### src/rtl/nec_ir_pkg.sv
// Shared types and constants for the NEC IR receive path.
package nec_ir_pkg;

  localparam int NEC_FRAME_W = 17;

  // Decoded NEC frame as produced by the receive datapath.
  typedef struct packed {
    logic       repeat_flag;
    logic [7:0] addr;
    logic [7:0] data;
  } nec_frame_t;

endpackage

### src/rtl/nec_ir_rx_fifo.sv
// Receive frame FIFO: circular buffer with one slot kept empty, wrapping
// ASIZE-bit pointers, pop-style registered read port and sticky overflow.
module nec_ir_rx_fifo
  import nec_ir_pkg::*;
#(
  parameter int ASIZE = 3
) (
  input  logic             clk,
  input  logic             rst_n,
  input  logic             i_flush,
  input  logic             i_wr,
  input  nec_frame_t       i_wdata,
  input  logic             i_rd_req,
  input  logic             i_ovf_clr,
  output logic             o_rd_ack,
  output nec_frame_t       o_rd_data,
  output logic             o_empty,
  output logic             o_full,
  output logic [ASIZE-1:0] o_count,
  output logic             o_ovf
);

  localparam int               DEPTH   = 1 << ASIZE;
  localparam logic [ASIZE-1:0] PTR_ONE = {{(ASIZE-1){1'b0}}, 1'b1};

  logic [ASIZE-1:0] r_wptr;
  logic [ASIZE-1:0] r_rptr;
  nec_frame_t       r_mem [DEPTH];
  logic             r_rd_ack;
  nec_frame_t       r_rd_data;
  logic             r_ovf;

  logic w_empty;
  logic w_full;
  logic w_pop;
  logic w_push;
  logic w_ovf_set;

  assign w_empty   = (r_wptr == r_rptr);
  assign w_full    = ((r_wptr + PTR_ONE) == r_rptr);
  assign w_pop     = !i_flush && i_rd_req && !w_empty;
  // A pop in the same cycle frees the slot, so a write into a full FIFO
  // still succeeds when it coincides with a pop.
  assign w_push    = !i_flush && i_wr && (!w_full || w_pop);
  assign w_ovf_set = !i_flush && i_wr && w_full && !w_pop;

  // Pointer update; disabling the receiver flushes by zeroing both pointers.
  always_ff @(posedge clk or negedge rst_n) begin
    // NOTE: clocked state uses non-blocking assignments so every flop samples
    // pre-edge values regardless of block ordering.
    if (!rst_n) begin
      r_wptr <= '0;
      r_rptr <= '0;
    end else if (i_flush) begin
      r_wptr <= '0;
      r_rptr <= '0;
    end else begin
      if (w_push) r_wptr <= r_wptr + PTR_ONE;
      if (w_pop)  r_rptr <= r_rptr + PTR_ONE;
    end
  end

  // Frame storage; a slot is only ever read after it has been written.
  always_ff @(posedge clk) begin
    // NOTE: the storage array has no reset; pointers alone define validity,
    // and leaving it unreset lets it map onto plain RAM.
    if (w_push) r_mem[r_wptr] <= i_wdata;
  end

  // Registered read port; rd_data holds its value when no pop occurs.
  always_ff @(posedge clk or negedge rst_n) begin
    if (!rst_n) begin
      r_rd_ack  <= 1'b0;
      r_rd_data <= '0;
    end else begin
      r_rd_ack <= w_pop;
      if (w_pop) r_rd_data <= r_mem[r_rptr];
    end
  end

  // Sticky overflow; a same-cycle set beats the clear. Survives a flush.
  always_ff @(posedge clk or negedge rst_n) begin
    if (!rst_n)         r_ovf <= 1'b0;
    else if (w_ovf_set) r_ovf <= 1'b1;
    else if (i_ovf_clr) r_ovf <= 1'b0;
  end

  assign o_rd_ack  = r_rd_ack;
  assign o_rd_data = r_rd_data;
  assign o_empty   = w_empty;
  assign o_full    = w_full;
  assign o_count   = r_wptr - r_rptr;
  assign o_ovf     = r_ovf;

endmodule

### src/rtl/nec_ir_rx_ctrl.sv
// NEC IR receive control: tick8 prescaler, receive FIFO and interrupt.
// Optional feature macro: NEC_IR_RX_IRQ_EN enables the level/overflow irq;
// without it irq is tied low and cfg_irq_thresh is ignored.
module nec_ir_rx_ctrl
  import nec_ir_pkg::*;
#(
  parameter int PSIZE = 32,
  parameter int ASIZE = 3
) (
  input  logic                   clk,
  input  logic                   rst_n,
  input  logic                   cfg_receiver_en,
  input  logic [PSIZE-1:0]       cfg_prescaler,
  input  logic [ASIZE-1:0]       cfg_irq_thresh,
  output logic                   tick8,
  input  logic [NEC_FRAME_W-1:0] fifo_rx_wdata,
  input  logic                   fifo_rx_write,
  input  logic                   rd_req,
  output logic                   rd_ack,
  output logic [NEC_FRAME_W-1:0] rd_data,
  output logic                   fifo_empty,
  output logic                   fifo_full,
  output logic [ASIZE-1:0]       fifo_count,
  output logic                   ovf_flag,
  input  logic                   ovf_clr,
  output logic                   irq
);

  localparam logic [PSIZE-1:0] PCNT_ONE = {{(PSIZE-1){1'b0}}, 1'b1};

  logic [PSIZE-1:0] r_pcnt;
  logic             r_tick8;

  nec_frame_t       w_wframe;
  nec_frame_t       w_rd_frame;
  logic [ASIZE-1:0] w_count;
  logic             w_ovf;

  // Prescaler: strobe and reload at zero; a new period applies at reload.
  always_ff @(posedge clk or negedge rst_n) begin
    if (!rst_n) begin
      r_pcnt  <= '0;
      r_tick8 <= 1'b0;
    end else if (!cfg_receiver_en) begin
      r_pcnt  <= cfg_prescaler;
      r_tick8 <= 1'b0;
    end else if (r_pcnt == '0) begin
      r_pcnt  <= cfg_prescaler;
      r_tick8 <= 1'b1;
    end else begin
      r_pcnt  <= r_pcnt - PCNT_ONE;
      r_tick8 <= 1'b0;
    end
  end

  assign tick8    = r_tick8;
  assign w_wframe = fifo_rx_wdata;

  nec_ir_rx_fifo #(
    .ASIZE(ASIZE)
  ) u_fifo (
    .clk       (clk),
    .rst_n     (rst_n),
    .i_flush   (!cfg_receiver_en),
    .i_wr      (fifo_rx_write),
    .i_wdata   (w_wframe),
    .i_rd_req  (rd_req),
    .i_ovf_clr (ovf_clr),
    .o_rd_ack  (rd_ack),
    .o_rd_data (w_rd_frame),
    .o_empty   (fifo_empty),
    .o_full    (fifo_full),
    .o_count   (w_count),
    .o_ovf     (w_ovf)
  );

  assign rd_data    = w_rd_frame;
  assign fifo_count = w_count;
  assign ovf_flag   = w_ovf;

`ifdef NEC_IR_RX_IRQ_EN
  logic r_irq;

  // Interrupt: FIFO level at/above a non-zero threshold, or overflow pending.
  always_ff @(posedge clk or negedge rst_n) begin
    if (!rst_n) r_irq <= 1'b0;
    else        r_irq <= ((cfg_irq_thresh != '0) && (w_count >= cfg_irq_thresh)) || w_ovf;
  end

  assign irq = r_irq;
`else
  logic w_unused_thresh;

  assign w_unused_thresh = ^cfg_irq_thresh;
  assign irq             = 1'b0;
`endif

endmodule

### config.mk
export PLATFORM = sky130hd
export DESIGN_NAME = nec_ir_rx_ctrl
export DESIGN_NICKNAME = d
export VERILOG_FILES = /design/src/rtl/nec_ir_pkg.sv /design/src/rtl/nec_ir_rx_fifo.sv /design/src/rtl/nec_ir_rx_ctrl.sv
export SDC_FILE = /design/constraint.sdc
export NUM_CORES = 1
export LEC_CHECK = 0
export ABC_AREA = 1
export BUFFER_PORTS_ARGS = -buffer_cell sky130_fd_sc_hd__buf_2
export CAP_MARGIN = 20
export CORE_ASPECT_RATIO = 1.25
export CORE_MARGIN = 2
export CORE_UTILIZATION = 40
export CTS_CLUSTER_SIZE = 25
export DETAILED_ROUTE_END_ITERATION = 7
export PLACE_DENSITY = 0.6
export SETUP_SLACK_MARGIN = 0.15
export SYNTH_ARGS = -nofsm -noshare
export SYNTH_HDL_FRONTEND = slang
export SYNTH_HIERARCHICAL = 1
export SYNTH_SLANG_ARGS = --single-unit
### constraint.sdc
create_clock -name clk -period 3.34 [get_ports clk]
set_input_delay 0.501 -clock clk [delete_from_list [all_inputs] [get_ports clk]]
set_output_delay 0.501 -clock clk [all_outputs]
set_load 0.02 [all_outputs]
After elaboration in Yosys (flattened, before gate mapping). Memory sizes are Yosys's and may differ from the RTL's. A register that Yosys moved wholly into a read port is not among the register bits. Cells that the tools add are included. W data, S select, Z words.

Add/sub/neg operators: 4. Equal/unequal tests: 4. Multiplexer cells: 12. Reduce and logical (&&, ||, !) cells: 13.

Operators with widths (count): $mux W32 (2); $logic_not A32 Y1 (1); $sub A32 B1 Y32 const B (1); $mux W3 (4); $add A3 B1 Y3 const B (2); $eq A3 B3 Y1 (2); $logic_and A1 B1 Y1 (6); $mux W1 (6); $logic_not A1 Y1 (4); $ne A2 B1 Y1 const B (2); $sub A3 B3 Y3 (1); $reduce_bool A2 Y1 (1); $logic_or A1 B1 Y1 (1).

Flip-flop bits (word level): 41. Memory bits (writable): 136. Input port bits: 58. Output and inout bits: 26. Word-level logic and storage cells: 40. Memories: 1.

Memory list: u_fifo.r_mem (depth 8, width 17, read ports 1, clocked after Yosys merged registers in 1, write ports 1, RTL line nec_ir_rx_fifo.sv:28) `nec_frame_t r_mem [DEPTH];`.

Depth between registers and ports, before layout. Gate-level depths: netlist (run 1).

Word-level depth: 7. Depth in mapped cells: 12.

Cells and area by module. Netlist (run 1), hierarchy kept.

By module, submodules not included: nec_ir_rx_fifo (instances 1, cells an instance 520, area an instance 6502.5 um^2, seq. area each 4709.5 um^2); nec_ir_rx_ctrl (instances 1, cells an instance 329, area an instance 2208.4 um^2, seq. area each 825.8 um^2).

Least setup slack after synthesis (run 1). No wires, ideal clock.

Path kind: register -> register. Start point: register u_fifo.r_wptr[0]. End point: memory u_fifo/r_mem[5][0] (netlist bit) (enable). Setup time: 0.413 ns. Arrival time: 2.395 ns. Required time: 2.927 ns. Path slack: 0.533 ns. Cell stages (with the launch flop): 10. Path buffers: 0. Cell sequence: dfrtp_1 inv_1 ha_1 nand2_1 inv_1 nand3_2 nand2_4 nand3_4 nand2_4 nor3_1.

Cells in the longest elaborated chain, start to end: 7.

Ends and longest elaborated chain: start, declared (RTL line nec_ir_rx_fifo.sv:26) `logic [ASIZE-1:0] r_wptr;`; start signal, assigned (RTL line nec_ir_rx_fifo.sv:58) `if (w_push) r_wptr <= r_wptr + PTR_ONE;`; $add A3 B1 Y3 or $eq A3 B3 Y1 (tied branches) (RTL line nec_ir_rx_fifo.sv:40, nec_ir_rx_fifo.sv:39); $eq A3 B3 Y1 or $logic_not A1 Y1 (tied branches) (RTL line nec_ir_rx_fifo.sv:40, nec_ir_rx_fifo.sv:41); $logic_not A1 Y1 or $logic_and A1 B1 Y1 (tied branches) (RTL line nec_ir_rx_fifo.sv:44, nec_ir_rx_fifo.sv:41); $logic_or A1 B1 Y1 (RTL line nec_ir_rx_fifo.sv:44) `assign w_push = !i_flush && i_wr && (!w_full || w_pop);`; $logic_and A1 B1 Y1 (RTL line nec_ir_rx_fifo.sv:44); $mux W1 (RTL line nec_ir_rx_fifo.sv:67) `if (w_push) r_mem[r_wptr] <= i_wdata;`; $mux W1 (not written as such) (RTL line nec_ir_rx_fifo.sv:67); end, declared (RTL line nec_ir_rx_fifo.sv:28).

Several ways; a longest one is shown, not always the timed one.

Worst setup path after layout (run 1).
Start point: register u_fifo.r_wptr[0]. End point: output fifo_count[2].

Cells in the longest elaborated chain, start to end: 1.

Ends and longest elaborated chain: $sub A3 B3 Y3 (RTL line nec_ir_rx_fifo.sv:92) `assign o_count = r_wptr - r_rptr;`; end, declared (RTL line nec_ir_rx_ctrl.sv:23) `output logic [ASIZE-1:0] fifo_count,`.

Every way passes these cells.

==> results.ini, run 1 <==
[critical_path]
critical_path_arrival_ps=2140
startpoint=u_fifo/r_wptr[0]
crit_path_top_delay_cell=dfrtp_1
crit_fanout=6
cp_cell_sequence=inv_1 -> ha_1 -> inv_1 -> fa_1 -> xnor2_1 -> buf_2
required_ps=2840
crit_top_cell=inv_1
worstSetupStartpointType=register
crit_type=register to output port
setup.worst_path.end_class=output port
critPathMaxStageDelay_ps=400
r2r_start=u_fifo/r_wptr[0]

[finish]
fill_cells=2064
final_common_cell=nor2_1
drive_gt1_share_pct=17.3
layout_common_cells=nor2_1, nand2_1, edfxtp_1
layout.nets=993
syn_to_final_growth_pct=14.8
final_cells=1221

[sta]
hold_viol=0
relSlewSlack_pct=44.8
fin_crit_ps=2640
finalSetupViolCount=0
tightest_slew_ps=828
finClkSkew_ps=22.2
tns_ps=0
rsz0062_at_grt=false
timing.final.crit_share_pct=79.1
fmax_mhz=379
fin_ws_ps=698
final-max-slew-violation-count=0

[die]
die_y_um=169
die-area_sq_um=23000
io_pins=84
chipWidth_um=136
core_area_sq_um=21500
rows=60
start_util_pct=40.6

[power]
pwr-share-seq_pct=42.2
switchingPower_uw=2460
p_total_uw=7070
power_density_nw_per_um2=707
ir_worst_vdd_v=0.000353
clkPwrFrac_pct=30.2
power.leakage_uw=0.00397
sw_frac_of_total_pct=34.8
p_comb_share_pct=27.6
internal_power_uw=4610

[clocking]
cts_max_level=4
clockBufferDepth=2
cts_inserted_buffers=17
post_cts_resized=0
cts_tree=done
clkSinkCount=194
holdBufCountCts=0
clk_pin_slew_ps=70
cts-root-buf=clkbuf_16
clock_latency_ps=430
cts_setup_buffers=0

[global_route]
grt_pass1_vias=5949
grt_use_total_pct=18.0
grt_pass1_wl_um=31500
grt_start_max_net_pins=71
grt-ovfl-total=0
antenna_found_initial=2

[synth]
syn_area_sq_um=8710
ys_seq_area_share_pct=63.5
synthArstFlopShare_pct=29.9
synth_cell_types=34
postSynthCellCount=849
syn_nets=914
synth-edff-count=136
synth_area_per_cell_sq_um=10.3
ys.flop_type=edfxtp_1
ys_warn_count=6
ys_ff_latch=194

[drt]
vias=6065
dr.pass1.iters=6
routed.top_layer=met5
wl_met2_um=9840
avgViaCountPerCell=4.97
drc_errors=0
drt-met1-wl_um=8730
routed_wl_um=20000
drt-wirelength-per-cell_um=16.4
route.met3.wl_um=1070
antenna_left=0
drt_iter0_drc=418

[hold_path]
hp-class=input port to asynchronous set/reset pin

[job]
maxCapViolCount=0

[place]
place_congestion=0.879
numPortBuffers=79
pre_cts_slack_ps=910
dp_hpwl_um=12700
dp_cells=1188

[run_status]
status=finished, final reports clean

registers in the layout, summed over array words and instances (netlist names):
name / cells
u_fifo/r_mem: 136
r_pcnt: 32
u_fifo/o_rd_data: 17
u_fifo/r_rptr: 3
u_fifo/r_wptr: 3
tick8: 1
u_fifo/o_ovf: 1
u_fifo/o_rd_ack: 1
synthesized netlist by cell type, types with 5 or more instances:
library cell  count  share of area, %
buf_4             5              0.43
buf_6            11               1.4
clkbuf_1         14              0.60
dfrtp_1          58                17
edfxtp_1        136                47
ha_1              6              0.86
inv_1            55               2.4
nand2_1         158               6.8
nand3_1          41               2.4
nand4_1           5              0.36
nor2_1          177               7.6
nor2_2            6              0.43
nor3_1            5              0.29
o211ai_1         34               2.9
o21ai_0          61               3.5
o21ai_1          24               1.4
o21ai_2           9              0.90
xnor2_1           7              0.70
xor2_1            9              0.90
power groups by stage:
stage	combinational, uW	clock (uW)	sequential (uW)
finish	1950	2130	2980
floorplan	1300	0	3150
global placement	1950	0	3030
global route	2200	2280	3010
detailed placement	1970	0	3030
CTS	1980	2190	2990
per-layer routing:
layer | vias to the layer above | GRT usage [%]
li1 | 3008 | -
met1 | 2893 | 23.4
met2 | 137 | 30.1
met3 | 25 | 3.86
met4 | 2 | 5.71
met5 | - | 0
cell type report:
class | instances | area [sq um] | share of cell area [%]
Antenna cell | 1 | 2.50 | 0.0250
Clock buffer | 17 | 425 | 4.25
Clock inverter | 15 | 213 | 2.13
Inverter | 59 | 221 | 2.21
Multi-Input combinational cell | 560 | 2720 | 27.2
Sequential cell | 194 | 5540 | 55.4
Tap cell | 279 | 349 | 3.49
Timing Repair Buffer | 96 | 536 | 5.36
logic make-up (layout without fill, tap and decap cells):
kind of cell               Yosys count  after routing  share of synthesized area (%)
and+or+nand+nor                    400            400                           18.8
DFF                                194            194                           63.5
AOI/OAI and AO/OA                  136            136                           9.31
buffers and inverters               95            187                           5.63
xor gates and xnor gates            16             16                           1.61
adders and majority gates            7              7                           1.09
other                                1              2                         0.0430
worst paths after layout:
path	to	slack [ps]	cells after the start
setup reg to reg	u_fifo/r_mem[2][8]	930	10
setup / recovery	fifo_count[2]	700	6
hold reg to reg	u_fifo/o_rd_data[11]	480	2
max in group asynchronous	u_fifo/o_rd_data[5]	2520	2
hold / removal	r_pcnt[18]	180	1
min in group clk	u_fifo/o_ovf	270	2
worst max-delay path, delay by kind of cell (launching register included):
family | cells | cell delay, ps
xor+xnor | 1 | 260
fa+ha+maj | 2 | 570
buf+inv | 3 | 500
flops | 1 | 400
per-stage QoR:
step | util [%] | hold WS (ps) | instance area, sq um
after global placement | 43.6 | 460 | 9360
after CTS | 46.6 | 184 | 10000
after detailed placement | 43.6 | 461 | 9360
after global routing | 46.6 | 222 | 10000
after floorplan | - | 205 | 8710
final | 46.6 | 180 | 10000
(Power assumes the default switching activity.)
==> inputs of run 2 (changes only) <==
==> constraint.sdc (replaced) <==
create_clock -name clk -period 2.5 [get_ports clk]
set_input_delay 0.375 -clock clk [delete_from_list [all_inputs] [get_ports clk]]
set_output_delay 0.375 -clock clk [all_outputs]
set_load 0.02 [all_outputs]
==> run 2 against run 1 <==
Net effect:
- sequential share of layout area down 0.67 points
- first-iteration DRC count down 9.1%
- hold slack worse by 42 ps
- via count up 1.7%
==> results.ini, run 2 (synthesized netlist as in run 1, its figures left out) <==
[run_status]
status=finished, final reports clean  ; unchanged

[global_route]
antenna_found_initial=2  ; unchanged
grt_pass1_wl_um=31800  ; was 31,500 um
grt_use_total_pct=18.2  ; was 18.0%
grt_pass1_vias=6053  ; was 5,949
grt_start_max_net_pins=71  ; unchanged
grt-ovfl-total=0  ; unchanged

[power]
p_total_uw=9620  ; was 7070 uW
power_density_nw_per_um2=950  ; was 707 nW/um^2
switchingPower_uw=3300  ; was 2460 uW
pwr-share-seq_pct=41.3  ; was 42.2%
p_comb_share_pct=29.5  ; was 27.6%
ir_worst_vdd_v=0.000558  ; was 0.000353 V
internal_power_uw=6320  ; was 4610 uW
sw_frac_of_total_pct=34.3  ; was 34.8%
clkPwrFrac_pct=29.2  ; was 30.2%
power.leakage_uw=0.00404  ; was 0.00397 uW

[drt]
routed_wl_um=20300  ; was 20,000 um
drc_errors=0  ; unchanged
drt-wirelength-per-cell_um=16.4  ; about the same
antenna_left=0  ; unchanged
avgViaCountPerCell=4.99  ; was 4.97
dr.pass1.iters=5  ; was 6
vias=6169  ; was 6,065
drt_iter0_drc=380  ; was 418

[critical_path]
crit_top_cell=buf_4  ; was inv_1
crit_path_top_delay_cell=dfrtp_1  ; unchanged
cp_cell_sequence=inv_1 -> ha_1 -> buf_4 -> inv_2 -> nand2_1 -> nor2_2 -> and2_4 -> buf_4  ; was inv_1 -> ha_1 -> inv_1 -> fa_1 -> xnor2_1 -> buf_2
critPathMaxStageDelay_ps=380  ; was 400 ps
critical_path_arrival_ps=1900  ; was 2140 ps
crit_fanout=3  ; was 6
setup.worst_path.end_class=output port  ; unchanged
worstSetupStartpointType=register  ; unchanged
required_ps=2120  ; was 2840 ps
crit_type=register to output port  ; unchanged

[finish]
stdcell_area_sq_um=10100  ; was 10000 sq um
num_antenna_cells=0  ; was 1
drive_gt1_share_pct=19.1  ; was 17.3%
layout.nets=1009  ; was 993
layout_common_cells=nor2_1, nand2_1, edfxtp_1  ; unchanged
syn_to_final_growth_pct=16.2  ; was 14.8%
fill_cells=2052  ; was 2,064
largest_reg_flops=136  ; unchanged
final_common_cell=nor2_1  ; unchanged
largest-register=u_fifo/r_mem  ; unchanged

[sta]
relSlewSlack_pct=49.9  ; was 44.8%
finalSetupViolCount=0  ; unchanged
rsz0062_at_grt=true  ; was false
final-max-slew-violation-count=0  ; unchanged
fmax_mhz=440
tightest_slew_ps=752  ; was 828 ps
tns_ps=0  ; unchanged
hold_viol=0  ; unchanged
holdWs_ps=138  ; was 180 ps
timing.final.crit_share_pct=90.9
fin_crit_ps=2270
finClkSkew_ps=15.1  ; was 22.2 ps
fin_ws_ps=229  ; was 698 ps

[hold_path]
hp-class=input port to register  ; was input port to asynchronous set/reset pin

[clocking]
cts_tree=done  ; unchanged
cts_inserted_buffers=17  ; unchanged
clockBufferDepth=2  ; unchanged
cts-root-buf=clkbuf_16  ; unchanged
cts_max_level=4  ; unchanged
clk_pin_slew_ps=70  ; about the same
clkSinkCount=194  ; unchanged
clock_latency_ps=430  ; about the same

[die]
io_pins=84  ; unchanged
die-area_sq_um=23000  ; unchanged
start_util_pct=40.6  ; unchanged
chipWidth_um=136  ; unchanged
die_y_um=169  ; unchanged
core_area_sq_um=21500  ; unchanged
rows=60  ; unchanged

[place]
dp_hpwl_um=12600  ; was 12,700 um
pre_cts_slack_ps=-4.11  ; was 910 ps
placedInstanceArea_sq_um=9450  ; was 9360 sq um
numPortBuffers=79  ; unchanged
place_congestion=0.887  ; was 0.879

[job]
maxCapViolCount=0  ; unchanged

[run 2: cell count changes in the layout (fill, tap and decap cells not counted), moves of 3 or more]
cell / before / now
buf_4: 16 / 32
clkinv_8: 5 / 2
inv_8: 1 / 5
nor2_1: 175 / 172
[run 2: final cells by class]
class | count | area (sq um) | share of cell area [%]
Sequential cell | 194 | 5540 | 54.7
Clock inverter | 15 | 190 | 1.88
Timing Repair Buffer | 111 | 647 | 6.39
Tap cell | 279 | 349 | 3.45
Multi-Input combinational cell | 561 | 2750 | 27.2
Clock buffer | 17 | 425 | 4.20
Inverter | 59 | 224 | 2.21
[run 2: repair_timing]
item,4_1_cts,5_1_grt
hold endpoints to repair,20,0
pin swaps,1,1
setup endpoints to repair,55,4
gates cloned,1,0
buffers inserted,0,0
hold buffers,1,0
gates resized for setup,4,6
[run 2: final timing paths]
check | depth (start not counted) | to | slack, ps | start
hold reg to reg | 2 | u_fifo/o_rd_data[7] | 480 | u_fifo/o_rd_data[7]
hold / removal | 2 | u_fifo/o_ovf | 140 | ovf_clr
setup reg to reg | 10 | u_fifo/r_mem[0][6] | 340 | u_fifo/r_wptr[1]
min in group asynchronous | 2 | r_pcnt[4] | 460 | rst_n
max in group asynchronous | 3 | u_fifo/o_rd_data[8] | 1320 | rst_n
setup / recovery | 8 | fifo_full | 230 | u_fifo/r_wptr[0]
[run 2: power groups by stage]
stage          logic, uW  clock network (uW)  registers [uW]
2_1_floorplan       1740                   0            4210
3_3_place_gp        2760                   0            4030
3_5_place_dp        2800                   0            4040
4_1_cts             2840                2870            3980
5_1_grt             3150                2990            4010
6_report            2830                2810            3980
[run 2: critical path, delay by kind of cell (launching register included)]
| kind | cells | cell delay, ps |
|---|---|---|
| buf+inv | 4 | 400 |
| simple gates | 3 | 390 |
| flops | 1 | 380 |
| fa+ha+maj | 1 | 310 |
[run 2: through the flow]
step                      std cells  util [%]
after floorplan                 849         -
after global placement         1201      44.0
after detailed placement       1201      44.0
after CTS                      1235      47.0
after global routing           1236      47.1
final                          1236      47.1
[run 2: routing by layer]
metal	wire length (um)	vias up	GRT usage, %	part of all wire, %
met3	890	34	3.29	4.4
met5	27	-	0	0.13
li1	-	3051	-	-
met1	8750	2933	22.4	43
met2	10100	147	31.4	50
met4	520	4	7.43	2.6
==> inputs of run 3 (changes only) <==
--- a/config.mk
+++ b/config.mk
@@ -8,13 +8,16 @@
 export ABC_AREA = 1
 export BUFFER_PORTS_ARGS = -buffer_cell sky130_fd_sc_hd__buf_2
 export CAP_MARGIN = 20
+export CELL_PAD_IN_SITES_DETAIL_PLACEMENT = 0
+export CELL_PAD_IN_SITES_GLOBAL_PLACEMENT = 2
 export CORE_ASPECT_RATIO = 1.25
 export CORE_MARGIN = 2
-export CORE_UTILIZATION = 40
+export CORE_UTILIZATION = 38
 export CTS_CLUSTER_SIZE = 25
 export DETAILED_ROUTE_END_ITERATION = 7
-export PLACE_DENSITY = 0.6
+export PLACE_DENSITY = 0.81
 export SETUP_SLACK_MARGIN = 0.15
+export SKIP_LAST_GASP = 1
 export SYNTH_ARGS = -nofsm -noshare
 export SYNTH_HDL_FRONTEND = slang
 export SYNTH_HIERARCHICAL = 1
==> run 3 against run 2 <==
Net effect:
- flip-flop and latch count unchanged
- first-iteration DRC count decreased by 2.9%
- critical path depth grew 1
- cell count up 0.24%
==> results.ini, run 3 (synthesized netlist as in run 1, its figures left out) <==
[run_status]
status=finished, final reports clean  ; unchanged

[sta]
fin_crit_ps=2450  ; was 2270 ps
rsz0062_at_grt=true  ; unchanged
timing.final.crit_share_pct=97.8  ; was 90.9%
finalSetupViolCount=0  ; unchanged
holdWs_ps=28.9  ; was 138 ps
hold_viol=0  ; unchanged
relSlewSlack_pct=30.1  ; was 49.9%
final-max-slew-violation-count=0  ; unchanged
tightest_slew_ps=1050  ; was 752 ps
fin_ws_ps=54.4  ; was 229 ps
fmax_mhz=409  ; was 440 MHz
finClkSkew_ps=12.6  ; was 15.1 ps

[global_route]
grt-ovfl-total=0  ; unchanged
grt_pass1_wl_um=32800  ; was 31,800 um
grt_pass1_vias=6194  ; was 6,053
antenna_found_initial=1  ; was 2
grt_use_total_pct=17.3  ; was 18.2%
grt_start_max_net_pins=71  ; unchanged

[critical_path]
critical_path_arrival_ps=2490  ; was 1900 ps
cp_cell_sequence=inv_1 -> ha_1 -> buf_4 -> inv_1 -> nand2_1 -> nor2_2 -> nand3_4 -> nand3_2 -> nor2_2  ; was inv_1 -> ha_1 -> buf_4 -> inv_2 -> nand2_1 -> nor2_2 -> and2_4 -> buf_4
rrSetupSlack_ps=50  ; was 340 ps
crit_path_top_delay_cell=nor2_2  ; was dfrtp_1
required_ps=2550  ; was 2120 ps
r2r_start=u_fifo/r_wptr[0]  ; was u_fifo/r_wptr[1]
reg2reg_depth=9  ; was 10
critPathBufInv=3  ; was 4
critPathMaxStageDelay_ps=830  ; was 380 ps
reg2reg_to=u_fifo/r_mem[6][8]  ; was u_fifo/r_mem[0][6]
crit_fanout=17  ; was 3
crit_type=register to register  ; was register to output port
worst_path_dominant_cell_family=simple AND/OR/NAND/NOR gates  ; was buffers and inverters
setup.worst_path.end_class=register  ; was output port
worstSetupStartpointType=register  ; unchanged

[clocking]
clk_pin_slew_ps=70  ; about the same
clockBufferDepth=2  ; unchanged
clock_latency_ps=430  ; about the same
cts_tree=done  ; unchanged
cts_inserted_buffers=17  ; unchanged
clkSinkCount=194  ; unchanged
cts-root-buf=clkbuf_16  ; unchanged
cts_max_level=4  ; unchanged

[power]
power_density_nw_per_um2=945  ; was 950 nW/um^2
ir_worst_vdd_v=0.000518  ; was 0.000558 V
power.leakage_uw=0.00405  ; was 0.00404 uW

[finish]
syn_to_final_growth_pct=16.3  ; was 16.2%
num_antenna_cells=0  ; unchanged
largest_reg_flops=136  ; unchanged
layout_common_cells=nor2_1, nand2_1, edfxtp_1  ; unchanged
drive_gt1_share_pct=18.9  ; was 19.1%
largest-register=u_fifo/r_mem  ; unchanged
final_common_cell=nor2_1  ; unchanged
final_cells=1239  ; was 1,236
layout.nets=1008  ; was 1,009

[drt]
avgViaCountPerCell=4.86  ; was 4.99
vias=6024  ; was 6,169
drt-wirelength-per-cell_um=16.3  ; was 16.4 um
drc_errors=0  ; unchanged
dr.pass1.iters=4  ; was 5
drt_iter0_drc=369  ; was 380
routed_wl_um=20200  ; was 20,300 um
antenna_left=0  ; unchanged

[place]
dp_hpwl_um=13100  ; was 12,600 um
pre_cts_slack_ps=-23.3  ; was -4.11 ps
numPortBuffers=79  ; unchanged
dp_cells=1203  ; was 1,201
place_congestion=0.793  ; was 0.887

[die]
start_util_pct=39.0  ; was 40.6%
die-area_sq_um=24200  ; was 23,000 sq um
io_pins=84  ; unchanged
chipWidth_um=139  ; was 136 um
rows=61  ; was 60
core_area_sq_um=22400  ; was 21,500 sq um
die_y_um=173  ; was 169 um

[job]
maxCapViolCount=0  ; unchanged

[hold_path]
hp-class=input port to asynchronous set/reset pin  ; was input port to register

run 3: final cells by class:
class | count | area [sq um]
multi-input cells | 560 | 2740
flip-flops and latches | 194 | 5540
repair buffers | 111 | 678
well taps | 283 | 354
inverters | 59 | 221
fillers | 2156 | 12200
clock buffers | 18 | 439
clock inverters | 14 | 168
run 3: worst max path at each step:
stage                      from             endpoint  slack (ps)  cells after the start
2_1_floorplan  u_fifo/r_wptr[0]   u_fifo/r_mem[1][0]        -310                      9
4_1_cts        u_fifo/r_wptr[0]   u_fifo/r_mem[2][8]         -40                      9
6_report       u_fifo/r_wptr[0]   u_fifo/r_mem[6][8]          50                      9
3_3_place_gp   u_fifo/r_wptr[0]  u_fifo/r_mem[0][14]          -5                      9
5_1_grt        u_fifo/r_wptr[1]   u_fifo/r_mem[4][9]        -190                      8
3_5_place_dp   u_fifo/r_wptr[0]   u_fifo/r_mem[2][1]         -20                      9
run 3: report_power, final:
| group | internal, uW | switching [uW] | total [uW] |
|---|---|---|---|
| Sequential | 3810 | 158 | 3960 |
| Combinational | 968 | 1850 | 2810 |
| Clock | 1540 | 1260 | 2800 |
| Total | 6310 | 3260 | 9570 |
run 3: repair_timing:
item                       in CTS  in global routing
setup endpoints to repair      91                 92
cloned                          0                  0
gates resized for setup         4                  2
pin swaps                       0                  1
buffers inserted                0                  2
hold buffers                    0                  0
run 3: per-stage QoR:
| stage | total power (uW) | util [%] | setup TNS [ps] | area [sq um] |
|---|---|---|---|---|
| floorplan | 5950 | - | -20900 | 8720 |
| global placement | 6820 | 42.3 | -34.8 | 9460 |
| detailed placement | 6840 | 42.3 | -703 | 9460 |
| CTS | 9690 | 45.1 | -1580 | 10100 |
| global route | 10200 | 45.3 | -5970 | 10100 |
| finish | 9570 | 45.3 | 0 | 10100 |
run 3: worst reg2reg max path: stages (launching register included):
cell     delay (ps)
dfrtp_1         380
inv_1            80
ha_1            300
buf_4           100
inv_1            40
nand2_1          70
nor2_2           50
nand3_4          80
nand3_2         140
nor2_2          830
run 3: metal layers:
layer / up-vias / track usage (%) / wire (um)
met5: - / 0 / 7
met1: 2858 / 20.7 / 8600
li1: 3047 / - / -
met2: 99 / 32.0 / 10800
met4: 2 / 4.42 / 193
met3: 18 / 2.93 / 585
